==> config.mk <==
export PLATFORM = sky130hd
export DESIGN_NAME = tty_iot_ctrl
export DESIGN_NICKNAME = d
export VERILOG_FILES = /design/src/rtl/tty_iot_ctrl.sv
export SDC_FILE = /design/constraint.sdc
export NUM_CORES = 1
export LEC_CHECK = 0
export ABC_AREA = 1
export BUFFER_PORTS_ARGS = -buffer_cell sky130_fd_sc_hd__buf_4
export CAP_MARGIN = 10
export CORE_ASPECT_RATIO = 0.8
export CORE_MARGIN = 4
export CORE_UTILIZATION = 45
export CTS_CLUSTER_DIAMETER = 60
export DETAILED_ROUTE_END_ITERATION = 6
export PLACE_DENSITY = 0.77
export SLEW_MARGIN = 20
export SYNTH_ARGS = -nofsm -noshare
export SYNTH_HDL_FRONTEND = slang
export SYNTH_SLANG_ARGS = --single-unit
==> constraint.sdc <==
create_clock -name i_clk -period 1.1 [get_ports i_clk]
set_input_delay 0.22 -clock i_clk [delete_from_list [all_inputs] [get_ports i_clk]]
set_output_delay 0.22 -clock i_clk [all_outputs]
set_load 0.02 [all_outputs]
==> src/rtl/tty_iot_ctrl.sv <==
// PDP-8 console teleprinter controller: decodes keyboard/printer IOTs, holds
// KBUF and the KF/TF/IE flags, and hands printer characters to the UART.
module tty_iot_ctrl #(
  parameter logic [5:0] KBD_DEV  = 6'o03,
  parameter logic [5:0] TTY_DEV  = 6'o04,
  parameter logic       IE_RESET = 1'b1
) (
  input  logic        i_clk,
  input  logic        i_reset,
  input  logic        i_iot_stb,
  input  logic [5:0]  i_iot_dev,
  input  logic [2:0]  i_iot_op,
  input  logic [11:0] i_ac_in,
  output logic        o_iot_ack,
  output logic        o_skip,
  output logic        o_ac_clr,
  output logic [11:0] o_ac_or,
  output logic        o_irq,
  output logic [7:0]  o_tx_data,
  output logic        o_tx_valid,
  input  logic        i_tx_ready,
  input  logic        i_tx_done,
  input  logic [7:0]  i_rx_data,
  input  logic        i_rx_valid,
  output logic        o_rx_ovr
);

  typedef enum logic [1:0] {S_IDLE, S_LOAD, S_BUSY} tx_state_t;

  tx_state_t   r_state;
  logic        r_kf, r_tf, r_ie, r_rx_ovr;
  logic [7:0]  r_kbuf, r_tx_data;
  logic        r_tx_valid, r_iot_ack, r_skip, r_ac_clr, r_irq;
  logic [11:0] r_ac_or;

  logic        w_kbd_hit, w_tty_hit;
  logic        w_skip, w_ac_clr;
  logic [11:0] w_ac_or;
  logic        w_kf_clr, w_ie_wr, w_tf_set, w_tf_clr, w_print;
  logic        w_tx_done_set;
  logic        w_unused_ac;

  assign w_unused_ac = ^i_ac_in[11:8];

  // IOT decode; flags and KBUF reported from pre-update register state
  always_comb begin
    w_kbd_hit = i_iot_stb && (i_iot_dev == KBD_DEV);
    w_tty_hit = i_iot_stb && (i_iot_dev == TTY_DEV);
    w_skip    = 1'b0;
    w_ac_clr  = 1'b0;
    w_ac_or   = 12'h000;
    w_kf_clr  = 1'b0;
    w_ie_wr   = 1'b0;
    w_tf_set  = 1'b0;
    w_tf_clr  = 1'b0;
    w_print   = 1'b0;
    if (w_kbd_hit) begin
      case (i_iot_op)
        3'd0: w_kf_clr = 1'b1;
        3'd5: w_ie_wr  = 1'b1;
        default: begin
          w_skip   = i_iot_op[0] & r_kf;
          w_kf_clr = i_iot_op[1];
          w_ac_clr = i_iot_op[1];
          w_ac_or  = i_iot_op[2] ? {4'b0000, r_kbuf} : 12'h000;
        end
      endcase
    end
    if (w_tty_hit) begin
      case (i_iot_op)
        3'd0: w_tf_set = 1'b1;
        3'd5: w_skip   = r_tf | r_kf;
        default: begin
          w_skip   = i_iot_op[0] & r_tf;
          w_tf_clr = i_iot_op[1];
          w_print  = i_iot_op[2];
        end
      endcase
    end
  end

  assign w_tx_done_set = (r_state == S_BUSY) && i_tx_done;

  always_ff @(posedge i_clk) begin
    if (i_reset) begin
      r_state    <= S_IDLE;
      r_kf       <= 1'b0;
      r_tf       <= 1'b0;
      r_ie       <= IE_RESET;
      r_kbuf     <= 8'h00;
      r_rx_ovr   <= 1'b0;
      r_tx_data  <= 8'h00;
      r_tx_valid <= 1'b0;
      r_iot_ack  <= 1'b0;
      r_skip     <= 1'b0;
      r_ac_clr   <= 1'b0;
      r_ac_or    <= 12'h000;
      r_irq      <= 1'b0;
    end else begin
      r_iot_ack <= w_kbd_hit | w_tty_hit;
      r_skip    <= w_skip;
      r_ac_clr  <= w_ac_clr;
      r_ac_or   <= w_ac_or;
      r_irq     <= r_ie & (r_kf | r_tf);

      if (w_ie_wr) r_ie <= i_ac_in[0];

      // Hardware set of KF wins over a same-cycle software clear
      if (i_rx_valid) begin
        r_kbuf <= i_rx_data;
        r_kf   <= 1'b1;
        if (r_kf && !w_kf_clr) r_rx_ovr <= 1'b1;
      end else if (w_kf_clr) begin
        r_kf <= 1'b0;
      end

      if (w_tx_done_set || w_tf_set) r_tf <= 1'b1;
      else if (w_tf_clr)             r_tf <= 1'b0;

      // Print requests outside IDLE are dropped
      case (r_state)
        S_IDLE: begin
          if (w_print) begin
            r_tx_data  <= i_ac_in[7:0];
            r_tx_valid <= 1'b1;
            r_state    <= S_LOAD;
          end
        end
        S_LOAD: begin
          if (i_tx_ready) begin
            r_tx_valid <= 1'b0;
            r_state    <= S_BUSY;
          end
        end
        S_BUSY: begin
          if (i_tx_done) r_state <= S_IDLE;
        end
        default: r_state <= S_IDLE;
      endcase
    end
  end

  assign o_iot_ack  = r_iot_ack;
  assign o_skip     = r_skip;
  assign o_ac_clr   = r_ac_clr;
  assign o_ac_or    = r_ac_or;
  assign o_irq      = r_irq;
  assign o_tx_data  = r_tx_data;
  assign o_tx_valid = r_tx_valid;
  assign o_rx_ovr   = r_rx_ovr;

endmodule

---- Word level (Yosys, flattened, before mapping) ----
Cells that the tools add are included.
Widths: inputs -> output; s select.
operators by class
  multiplexer cells ....................... 25
  reductions and logical operators ........ 19
  eq/ne operators ......................... 8
  bitwise operators ....................... 7
operators with widths
  operator            count
  $mux 1              18
  $eq 6x2->1 const B  1
  $eq 6x3->1 const B  1
  $mux 2              3
  $ne 2x2->1 const B  3
  $pmux 1 s2          3
  $pmux 2 s3          1
  $reduce_and 3->1    2
  $reduce_bool 2->1   3
  $reduce_or 5->1     1
  $logic_and 1x1->1   4
  $reduce_and 2->1    2
  $reduce_or 2->1     2
  $reduce_or 4->1     1
  $and 1x1->1         3
  $eq 3x3->1 const B  1
  $logic_not 3->1     1
  $eq 2x1->1 const B  1
  $eq 2x2->1 const B  1
  $logic_not 2->1     1
  $not 1->1           2
  $or 1x1->1          2
  $logic_not 1->1     1
  $logic_or 1x1->1    1
word-level totals
  output and inout port bits .............. 26
  register bits ........................... 39
  input port bits ......................... 35
  logic and storage cells ................. 73

---- Logic depth before layout (Yosys ltp) ----
  depth after elaboration ................. 6
  gate-level depth with buffers ........... 7
  depth with buffers taken out ............ 7

---- Least setup slack after synthesis ----
OpenSTA, ideal clock, no wires.
  path kind ............................... register to register
  from .................................... register r_state[0]
  to ...................................... register r_tx_data[2], in the netlist o_tx_data[2]
  path buffers ............................ 0
  path slack .............................. 72 ps
  data required time ...................... 966 ps
  data arrival time ....................... 894 ps
  period minus slack after synthesis ...... 1028 ps
  setup time .............................. 134 ps
  stages on the path, launching flop included .. 7
  cells stage by stage .................... dfxtp_1 -> nor2_1 -> nand2_1 -> nor2_4 -> nand2_4 -> nand2_1 -> a21oi_1
between the ends
  longest elaborated chain between the ends .. 2
ends and longest elaborated chain
  element                            line  source
  from (decl)                        30    tx_state_t r_state;
  from (signal assigned)             86    r_state <= S_IDLE;
  from (signal assigned)             126   r_state <= S_LOAD;
  from (signal assigned)             132   r_state <= S_BUSY;
  $logic_not 2->1                    121   case (r_state)
  $reduce_and 2->1 (no source line)  -
  to (signal assigned)               124   r_tx_data <= i_ac_in[7:0];
  to (decl)                          32    logic [7:0] r_kbuf, r_tx_data;
Every way passes these cells.
A chain may end at the register's enable or synchronous reset.

---- Final worst setup path ----
  from .................................... register r_state[0]
  to ...................................... register r_tx_data[7], in the netlist o_tx_data[7]
Same word-level chain as after synthesis.

==> impl_metrics.json <==
{
  "cp_num_buf_inv": 1,
  "drive_gt1_frac": 0.363,
  "fin_tns_setup_ns": 0,
  "yosys.area_share.simple": 0.244,
  "gp_congestion": 0.781,
  "path_delay_family": "simple AND/OR/NAND/NOR gates",
  "finalHoldViolCount": 0,
  "cts_root_buf": "clkbuf_8",
  "path_clk_slew_ns": 0.07,
  "start_util": 0.479,
  "final_common_cell": "buf_4",
  "fin_nets": 271,
  "ios": 61,
  "worst_setup_path_start_kind": "flop",
  "status": "completed",
  "avgSynthCellArea_sq_um": 7.98,
  "arrival_ns": 1.33,
  "hold_path_class": "primary input to flop",
  "path_class": "flop to flop",
  "wl_per_cell_um": 11.0,
  "area_delta_synth_final_pct": 47.2,
  "cp-end-kind": "flop",
  "track_usage": 0.159,
  "synth_compound_area_frac": 0.144,
  "power.density_nw_per_um2": 1230,
  "grt_pass1_vias": 1132,
  "synth_xor_area_frac": 0,
  "antenna_found_initial": 0,
  "ir_drop_mv": 0.949,
  "cts.htree.levels": 2,
  "crit_fanout": 5,
  "grt_pass1_wl_um": 4930,
  "ctsHoldBuffers": 0,
  "cts_made_buffers": 5,
  "cts_tree": "done",
  "synth.area.mux_share": 0,
  "setup_viol_count_final": 0,
  "fin_worst_skew_ns": 0.00533,
  "place_inst": 267,
  "fin_cells": 275,
  "clk-insertion-delay-late_ns": 0.29,
  "die-area_sq_um": 3960,
  "switching_power_w": 0.000577,
  "fin_crit_sh": 0.998,
  "vias_per_cell": 4.59,
  "io_buffers": 52,
  "synth_top_family_by_area": "simple AND/OR/NAND/NOR gates",
  "drt_first_pass_iters": 4,
  "clk_path_buf_depth": 2,
  "seqPwrFrac": 0.532,
  "clkPwrFrac": 0.356,
  "required_ns": 1.33,
  "rsz0062_at_grt": "true",
  "slowest_stage": "dfxtp_2",
  "die_width_um": 69.4,
  "synth_area_sq_um": 1360,
  "gr-total-overflow": 0,
  "switching_share": 0.235,
  "drt_iter0_markers": 61,
  "synth_adder_area_share": 0,
  "fp-row-count": 17,
  "routed_wirelength_um": 3020,
  "ys_types": 23,
  "vias": 1263,
  "cp_cell_sequence": "nor2_2, nand2_2, nor2_4, buf_12, nand3_2, a21oi_2",
  "drc": 0,
  "min_period_ns": 1.10,
  "grt_max_degree": 17,
  "mostFrequentLayoutCells": "buf_4, dfxtp_1, nand2_1",
  "n_antenna_cell": 0,
  "internal_power_w": 0.00188,
  "leakage_nw": 0.912,
  "seq_area_frac_synth": 0.517,
  "synth_seq_cells": 35,
  "yosysWarnings": 0,
  "netlist_instances": 170,
  "die_h_um": 57.1,
  "power_frac_comb": 0.112,
  "fmax_mhz": 911,
  "cap_viol_max_count": 0,
  "slew_viol_final": 0,
  "dp_hpwl_um": 2290,
  "slowest_delay_ns": 0.33,
  "clock_sinks": 35,
  "ant_nets": 0,
  "core_area_sq_um": 2830
}
[layer usage]
| metal | GRT usage | vias up | wire, um |
|---|---|---|---|
| met2 | 0.236 | 38 | 1320 |
| li1 | - | 671 | - |
| met3 | 0.0634 | 7 | 206 |
| met5 | 0 | - | 0 |
| met4 | 0.0752 | 0 | 59 |
| met1 | 0.202 | 547 | 1430 |
[path summary, 6_finish.rpt]
check                           cells after the start  startpoint           end  slack [ns]
worst max-delay path                                6  r_state[0]  o_tx_data[7]       0.002
worst min-delay path                                3  i_ac_in[5]  o_tx_data[5]        0.20
worst max register to register                      6  r_state[0]  o_tx_data[7]       0.002
worst min register to register                      2   r_kbuf[2]    o_ac_or[2]        0.44
[timing repair]
item	CTS	global route
hold endpoints to repair	0	0
resized for setup	5	5
setup buffers	0	0
pin swaps	9	6
endpoints found under the setup margin	5	9
[metrics by stage]
stage / utilization / area (sq um) / hold WS, ns / setup WS [ns] / power (W)
2_1_floorplan: - / 1370 / 0.289 / 0.0722 / 0.00145
4_1_cts: 0.699 / 1980 / 0.199 / -0.0156 / 0.00247
3_3_place_gp: 0.665 / 1880 / 0.421 / -0.0430 / 0.00160
3_5_place_dp: 0.665 / 1880 / 0.426 / -0.0729 / 0.00160
5_1_grt: 0.706 / 2000 / 0.193 / -0.0503 / 0.00257
6_report: 0.706 / 2000 / 0.197 / 0.00212 / 0.00246
[synth_stat cells, drive strengths merged]
cell	count	share of area
nor3b	1	0.0055
dfxtp	35	0.52
nor2	23	0.077
nor3	1	0.0037
nand2	26	0.079
nand4	1	0.0046
o211ai	1	0.0055
buf	7	0.035
inv	20	0.055
nand3	16	0.059
nand3b	1	0.015
o22ai	1	0.0046
conb	1	0.0028
o21a	1	0.0055
a21oi	22	0.084
o21ai	12	0.044
clkbuf	1	0.0028
[power by group through the flow]
| stage | Clock (W) | Combinational [W] | Sequential, W |
|---|---|---|---|
| 6_report | 0.000874 | 0.000275 | 0.00131 |
| 5_1_grt | 0.000958 | 0.000301 | 0.00131 |
| 4_1_cts | 0.000887 | 0.000273 | 0.00131 |
| 3_5_place_dp | 0 | 0.000268 | 0.00133 |
| 3_3_place_gp | 0 | 0.000265 | 0.00133 |
| 2_1_floorplan | 0 | 0.000114 | 0.00134 |
[cell families (layout without fill, tap and decap cells)]
logic type	Yosys count	in the layout
flip-flops	35	35
AND/OR/NAND/NOR	69	69
buffers and inverters	28	92
other	1	4
AO/OA/AOI/OAI	37	37
[worst reg2reg max path, delay by kind of cell (launching register included)]
family,cells,cell delay [ns]
flip-flops,1,0.33
buffers and inverters,1,0.14
AO/OA/AOI/OAI,1,0.13
AND/OR/NAND/NOR,4,0.44
[flip-flops by register name (all words and copies together), names as in the netlist, 2 cells and up]
register	flops
o_ac_or	8
o_tx_data	8
r_kbuf	8
r_state	2
[area by class of cell]
type                       count  area, sq um
fill                         244          832
sequential                    35          703
multi-input combinational    110          568
timing repair buffer          64          522
clock buffer                   7         76.3
inverter                      20         75.1
tap                           38         47.5
clock inverter                 1         5.00
(Power assumes the default switching activity.)
